$ cat src/rtl/led_count_fixup.sv
// -----------------------------------------------------------------------------
// led_count_fixup
//
// Takes the per-bin LED counts from the LED count calculation stage and
// corrects them so that they sum to exactly LEDS. A captured frame is summed
// serially, one bin per cycle. Any shortfall is then handed out one LED per
// cycle to bins that were non-zero on input. Any excess is trimmed one LED per
// cycle from bins that are still non-zero. The corrected vector is then
// presented with a one-cycle valid pulse. A frame whose counts are all zero
// passes through unchanged.
//
// Ports
//   clk        system clock
//   rst        synchronous, active-high reset
//   counts_i   raw per-bin counts, IW bits each (bin 0 at index 0)
//   data_v_i   single-cycle pulse: counts_i valid
//   counts_o   corrected counts, OW bits each; held between frames
//   data_v_o   single-cycle pulse: counts_o newly valid
//   busy       high whenever a frame is being processed
//   dropped    single-cycle pulse: a data_v_i arrived while busy and was lost
//   overflow   high together with data_v_o when the frame had to be trimmed
// -----------------------------------------------------------------------------
module led_count_fixup #(
  parameter int LEDS    = 50,
  parameter int BIN_QTY = 12,
  parameter int IW      = $clog2(LEDS),
  parameter int OW      = $clog2(LEDS + 1)
) (
  input  logic                          clk,
  input  logic                          rst,
  input  logic [BIN_QTY-1:0][IW-1:0]    counts_i,
  input  logic                          data_v_i,
  output logic [BIN_QTY-1:0][OW-1:0]    counts_o,
  output logic                          data_v_o,
  output logic                          busy,
  output logic                          dropped,
  output logic                          overflow
);

  localparam int SW = $clog2(BIN_QTY * LEDS + 1);
  localparam int PW = (BIN_QTY > 1) ? $clog2(BIN_QTY) : 1;

  localparam logic [SW-1:0] LEDS_S   = SW'(LEDS);
  localparam logic [PW-1:0] LAST_BIN = PW'(BIN_QTY - 1);

  typedef enum logic [2:0] {
    S_IDLE,
    S_SUM,
    S_EVAL,
    S_ADJUST,
    S_DONE
  } state_t;

  // Magnitude of the difference between the raw sum and the target
  function automatic logic [SW-1:0] abs_diff(input logic [SW-1:0] a,
                                             input logic [SW-1:0] b);
    return (a > b) ? (a - b) : (b - a);
  endfunction

  // Control state (reset)
  state_t                       state_q,     state_d;
  logic [SW-1:0]                sum_q,       sum_d;
  logic [PW-1:0]                ptr_q,       ptr_d;
  logic [SW-1:0]                remaining_q, remaining_d;
  logic                         trim_q,      trim_d;
  logic [BIN_QTY-1:0][OW-1:0]   counts_o_q,  counts_o_d;
  logic                         data_v_o_q,  data_v_o_d;
  logic                         busy_q,      busy_d;
  logic                         dropped_q,   dropped_d;
  logic                         overflow_q,  overflow_d;

  // Working data (no reset: always loaded before use)
  logic [BIN_QTY-1:0][OW-1:0]   working_q,   working_d;
  logic [BIN_QTY-1:0]           mask_q,      mask_d;

  logic                         adj_upd;
  logic [PW-1:0]                ptr_inc;

  always_comb begin
    state_d     = state_q;
    sum_d       = sum_q;
    ptr_d       = ptr_q;
    remaining_d = remaining_q;
    trim_d      = trim_q;
    counts_o_d  = counts_o_q;
    working_d   = working_q;
    mask_d      = mask_q;
    data_v_o_d  = 1'b0;
    overflow_d  = 1'b0;
    adj_upd     = 1'b0;

    // Any valid outside IDLE is lost, including during DONE
    dropped_d   = data_v_i && (state_q != S_IDLE);

    ptr_inc     = (ptr_q == LAST_BIN) ? '0 : ptr_q + PW'(1);

    case (state_q)
      S_IDLE: begin
        if (data_v_i) begin
          for (int i = 0; i < BIN_QTY; i++) begin
            working_d[i] = OW'(counts_i[i]);
            mask_d[i]    = (counts_i[i] != '0);
          end
          sum_d   = '0;
          ptr_d   = '0;
          state_d = S_SUM;
        end
      end

      S_SUM: begin
        sum_d = sum_q + SW'(working_q[ptr_q]);
        ptr_d = ptr_inc;
        if (ptr_q == LAST_BIN) begin
          state_d = S_EVAL;
        end
      end

      S_EVAL: begin
        remaining_d = abs_diff(sum_q, LEDS_S);
        trim_d      = (sum_q > LEDS_S);
        ptr_d       = '0;
        // An all-zero frame is legal silence and is passed through untouched
        if ((sum_q == LEDS_S) || (sum_q == '0)) begin
          state_d    = S_DONE;
          counts_o_d = working_q;
          data_v_o_d = 1'b1;
          overflow_d = 1'b0;
        end else begin
          state_d = S_ADJUST;
        end
      end

      S_ADJUST: begin
        // Add only to bins that were non-zero on input; trim only bins above 0.
        // Either way a bin with work to take always exists, so this terminates.
        adj_upd = trim_q ? (working_q[ptr_q] != '0) : mask_q[ptr_q];
        if (adj_upd) begin
          working_d[ptr_q] = trim_q ? (working_q[ptr_q] - OW'(1))
                                    : (working_q[ptr_q] + OW'(1));
          remaining_d      = remaining_q - SW'(1);
          if (remaining_q == SW'(1)) begin
            state_d    = S_DONE;
            counts_o_d = working_d;
            data_v_o_d = 1'b1;
            overflow_d = trim_q;
          end
        end
        ptr_d = ptr_inc;
      end

      S_DONE: begin
        state_d = S_IDLE;
      end

      default: begin
        state_d = S_IDLE;
      end
    endcase

    busy_d = (state_d != S_IDLE);
  end

  always_ff @(posedge clk) begin
    if (rst) begin
      state_q     <= S_IDLE;
      sum_q       <= '0;
      ptr_q       <= '0;
      remaining_q <= '0;
      trim_q      <= 1'b0;
      counts_o_q  <= '0;
      data_v_o_q  <= 1'b0;
      busy_q      <= 1'b0;
      dropped_q   <= 1'b0;
      overflow_q  <= 1'b0;
    end else begin
      state_q     <= state_d;
      sum_q       <= sum_d;
      ptr_q       <= ptr_d;
      remaining_q <= remaining_d;
      trim_q      <= trim_d;
      counts_o_q  <= counts_o_d;
      data_v_o_q  <= data_v_o_d;
      busy_q      <= busy_d;
      dropped_q   <= dropped_d;
      overflow_q  <= overflow_d;
    end
  end

  always_ff @(posedge clk) begin
    working_q <= working_d;
    mask_q    <= mask_d;
  end

  assign counts_o = counts_o_q;
  assign data_v_o = data_v_o_q;
  assign busy     = busy_q;
  assign dropped  = dropped_q;
  assign overflow = overflow_q;

endmodule
$ cat config.mk
export PLATFORM = sky130hd
export DESIGN_NAME = led_count_fixup
export DESIGN_NICKNAME = d
export VERILOG_FILES = /design/src/rtl/led_count_fixup.sv
export SDC_FILE = /design/constraint.sdc
export NUM_CORES = 1
export LEC_CHECK = 0
export CORE_MARGIN = 2
export CORE_UTILIZATION = 56
export DETAILED_ROUTE_END_ITERATION = 16
export GPL_ROUTABILITY_DRIVEN = 0
export PLACE_DENSITY_LB_ADDON = 0.15
export SLEW_MARGIN = 15
export SYNTH_ARGS = -nofsm -noshare
export SYNTH_HDL_FRONTEND = slang
export SYNTH_SLANG_ARGS = --single-unit
$ cat constraint.sdc
create_clock -name clk -period 9.47 [get_ports clk]
set_clock_uncertainty 0.05 [all_clocks]
set_input_delay 2.841 -clock clk [delete_from_list [all_inputs] [get_ports clk]]
set_output_delay 2.841 -clock clk [all_outputs]
set_load 0.005 [all_outputs]
==> out/metrics.csv <==
stage,metric,value,unit
run_status,run_status,"complete, no violations",
drt,finalWirelength,30140,um
clocking,cts_inserted_buffers,17,
placement,port_buffers,150,
logic_synthesis,synth_top_area_cell,edfxtp_1,
power_and_ir_drop,powerDensity,143.7,nW/um^2
setup_path,cpMaxStageDelayCell,buf_4,
hold_path,min-delay-start,remaining_q[4]$_SDFFE_PP0P_,
sta,worst_pin_slew,1.181,ns
logic_synthesis,muxShareOfSynthArea,0.08485,
sta,setup_viol,0,
sta,min_period,4.608,ns
global_routing,grt_pass1_wl,47110,um
global_routing,grt_pass1_vias,8814,
finish,area_delta_synth_final,19.16,%
global_routing,busiest_layer,met2,
setup_path,cp_max_fo,72,
power_and_ir_drop,swShare,0.2729,
global_routing,grt_remaining_overflow,0,
global_routing,gr-usage-met3,0.05698,
clocking,cts_buffer_depth,2,
floorplanning,dieHeight,143.3,um
logic_synthesis,syn-cell-area,10870,sq um
sta,report.final.hold_viol_count,0,
clocking,path_clk_slew,0.07,ns
logic_synthesis,ys.flop_type,dfxtp_1,
setup_path,crit_required,9.48,ns
setup_path,cp_num_buf_inv,2,
logic_synthesis,synth_enable_flop_cells,84,
finish,layout-drive-gt1-share,0.1145,
sta,clock.fmax,217.0,MHz
clocking,cts.repair.resized,0,
power_and_ir_drop,p_int,1353,uW
logic_synthesis,postSynthCellCount,1210,
logic_synthesis,syn_nets,1309,
finish,nets,1396,
global_routing,grt.met2_usage,0.4666,
power_and_ir_drop,clkPwrFrac,0.374,
power_and_ir_drop,seq_power_share,0.486,
setup_path,critical_path.startpoint_type,primary input,
setup_path,max_stage_delay,0.77,ns
power_and_ir_drop,combPwrFrac,0.140,
clocking,numClockSinks,188,
global_routing,globalRouteMet1Util,0.4154,
floorplanning,io-pin-count,151,
power_and_ir_drop,leakage,0.004655,uW
logic_synthesis,yosys_warnings,0,
logic_synthesis,ys_types,57,
floorplanning,die_x,143.3,um
sta,tns,0,ns
logic_synthesis,synth_top_family_by_area,compound AO/OA/AOI/OAI gates,
drt,vias,9513,
clocking,clock_latency,0.44,ns
sta,post-route-period-util,0.4866,
setup_path,startpoint,data_v_i,
run,max-cap-violations,0,
global_routing,grt_max_degree,98,
floorplanning,core,18890,sq um
logic_synthesis,synth-seq-area-share,0.4237,
setup_path,path_cells,clkdlybuf4s50_1 -> nand2_1 -> o21ai_4 -> buf_4,
power_and_ir_drop,irDropWorstVdd,0.1107,mV
setup_path,r2r-start,ptr_q[1]$_SDFFE_PP0P_,
logic_synthesis,synthTopCellsByArea,"edfxtp_1 23%, dfxtp_1 19%, nor2_1 7.0%",
clocking,cts_tree,done,
drt,vias_per_cell,6.059,
setup_path,crit_family,buffers and inverters,
logic_synthesis,synth-xor-area-share,0.01289,
global_routing,grt_usage,0.2968,
logic_synthesis,synth_compound_area_frac,0.2189,
setup_path,arrival,4.62,ns
clocking,root_buffer,clkbuf_16,
floorplanning,start_util,0.5752,
logic_synthesis,syn_area_per_cell,8.982,sq um
clocking,cts_hold_buffers,0,
floorplanning,dieArea,20540,sq um
drt,drc,0,
drt,routedWlPerCell,19.20,um
drt,drt_iter0_markers,989,
setup_path,end_kind,flop,
drt,firstDrtPassIters,5,
power_and_ir_drop,total_power,1861,uW
floorplanning,rows,50,
setup_path,critical_path_class,in2reg,
logic_synthesis,yosysTopAreaCellShare,0.2321,
logic_synthesis,synth-simple-area-share,0.1825,
finish,antenna_cells,0,
sta,slew_viol_final,0,
clocking,cts-htree-levels,4,
logic_synthesis,synthAdderAreaFrac,0.02901,
clocking,postCtsSetupRepairBufs,0,
logic_synthesis,yosys_register_bits,188,
drt,drtAntennaViolNets,0,
sta,rsz0062_at_grt,no,
global_routing,antenna_found_initial,0,
hold_path,worstHoldPathType,reg2reg,
placement,hpwl,20840,um
power_and_ir_drop,power.switching,507.9,uW
sta,slew_headroom,0.2121,
logic_synthesis,async_reset_ff_frac,0,
state kept, by name (all words and copies together) (netlist names), 3 cells and up:
name,count
remaining_q,10
sum_q,10
counts_o,72
mask_q,12
state_q,3
ptr_q,4
working_q,72
logic make-up after synthesis:
group / Yosys count
simple gates: 477
compound gates: 325
flops: 188
buf+inv: 113
mux: 67
fa+ha+maj: 24
xor+xnor: 16
metrics by stage:
step | hold slack [ns] | area [sq um] | utilization | setup slack, ns | instances
floorplan | 0.3994 | 10870 | - | 2.097 | 1210
global placement | 0.4103 | 12390 | 0.6560 | 4.499 | 1538
detailed placement | 0.4188 | 12390 | 0.6560 | 4.455 | 1538
CTS | 0.4290 | 12950 | 0.6854 | 4.906 | 1570
global route | 0.4568 | 12950 | 0.6854 | 4.779 | 1570
finish | 0.4346 | 12950 | 0.6854 | 4.862 | 1570
final timing paths:
path              cells after the start  slack [ns]                          end
setup reg to reg                     11        5.08    counts_o[12]$_SDFFE_PP0P_
hold / removal                        2        0.43  remaining_q[4]$_SDFFE_PP0P_
setup / recovery                      4        4.86      working_q[59]$_DFFE_PP_
hold reg to reg                       2        0.43  remaining_q[4]$_SDFFE_PP0P_
worst register-to-register path: cells and delay by family (launching register included):
family,cells,cell delay (ns)
buf+inv,3,1.20
simple gates,3,1.12
compound gates,4,0.92
flops,1,0.55
mux,1,0.41
layer usage:
metal / vias to the layer above / wire (um)
met3: 58 / 2457
met5: - / 0
met1: 4480 / 12930
met4: 0 / 735
met2: 476 / 14010
li1: 4499 / -
layout make-up:
type / count / area [sq um]
Fill cell: 1623 / 5943
Timing Repair Buffer: 164 / 1604
Clock inverter: 9 / 56.30
Tap cell: 260 / 325.3
Multi-Input combinational cell: 909 / 5796
Sequential cell: 188 / 4604
Inverter: 17 / 63.81
Clock buffer: 23 / 500.5
synthesized netlist by cell type, drive strengths merged, types with 2 or more instances:
cell type / n
and2: 3
or2: 3
nor2b: 12
a211oi: 63
mux4: 20
a22oi: 15
a21oi: 99
a31oi: 9
a32oi: 2
or4: 2
nand2: 186
or3: 4
nand3: 20
xnor2: 12
clkbuf: 65
buf: 31
o31ai: 3
inv: 17
ha: 22
nor4: 15
a21o: 5
fa: 2
dfxtp: 104
nor3: 17
o211ai: 3
nand2b: 6
nor3b: 2
nor2: 203
mux2i: 46
o32ai: 2
a311oi: 17
xor2: 4
edfxtp: 84
o21ai: 96
power groups by stage:
stage	clock network, uW	logic, uW	registers, uW
CTS	698	256	903
global route	734	282	907
floorplan	0	161	912
finish	696	260	905
global placement	0	249	920
detailed placement	0	253	921
cell usage in the layout (no fill, tap or decap), types with 4 or more instances in the layout:
cell type and n:
nor2_1 203, nand2_1 185, clkdlybuf4s50_1 149, dfxtp_1 104, a21oi_1 99, o21ai_0 95, edfxtp_1 84, a211oi_2 56
mux2i_1 46, ha_1 22, mux4_2 20, nand3_1 20, clkbuf_16 19, inv_1 17, nor3_1 17, a311oi_2 16
a22oi_1 15, nor4_1 15, buf_4 15, nor2b_1 12, xnor2_1 10, a31oi_1 9, nand2b_1 6, a211oi_1 6
a21o_1 5, or3_1 4, clkinv_2 4
(Power assumes the default switching activity.)
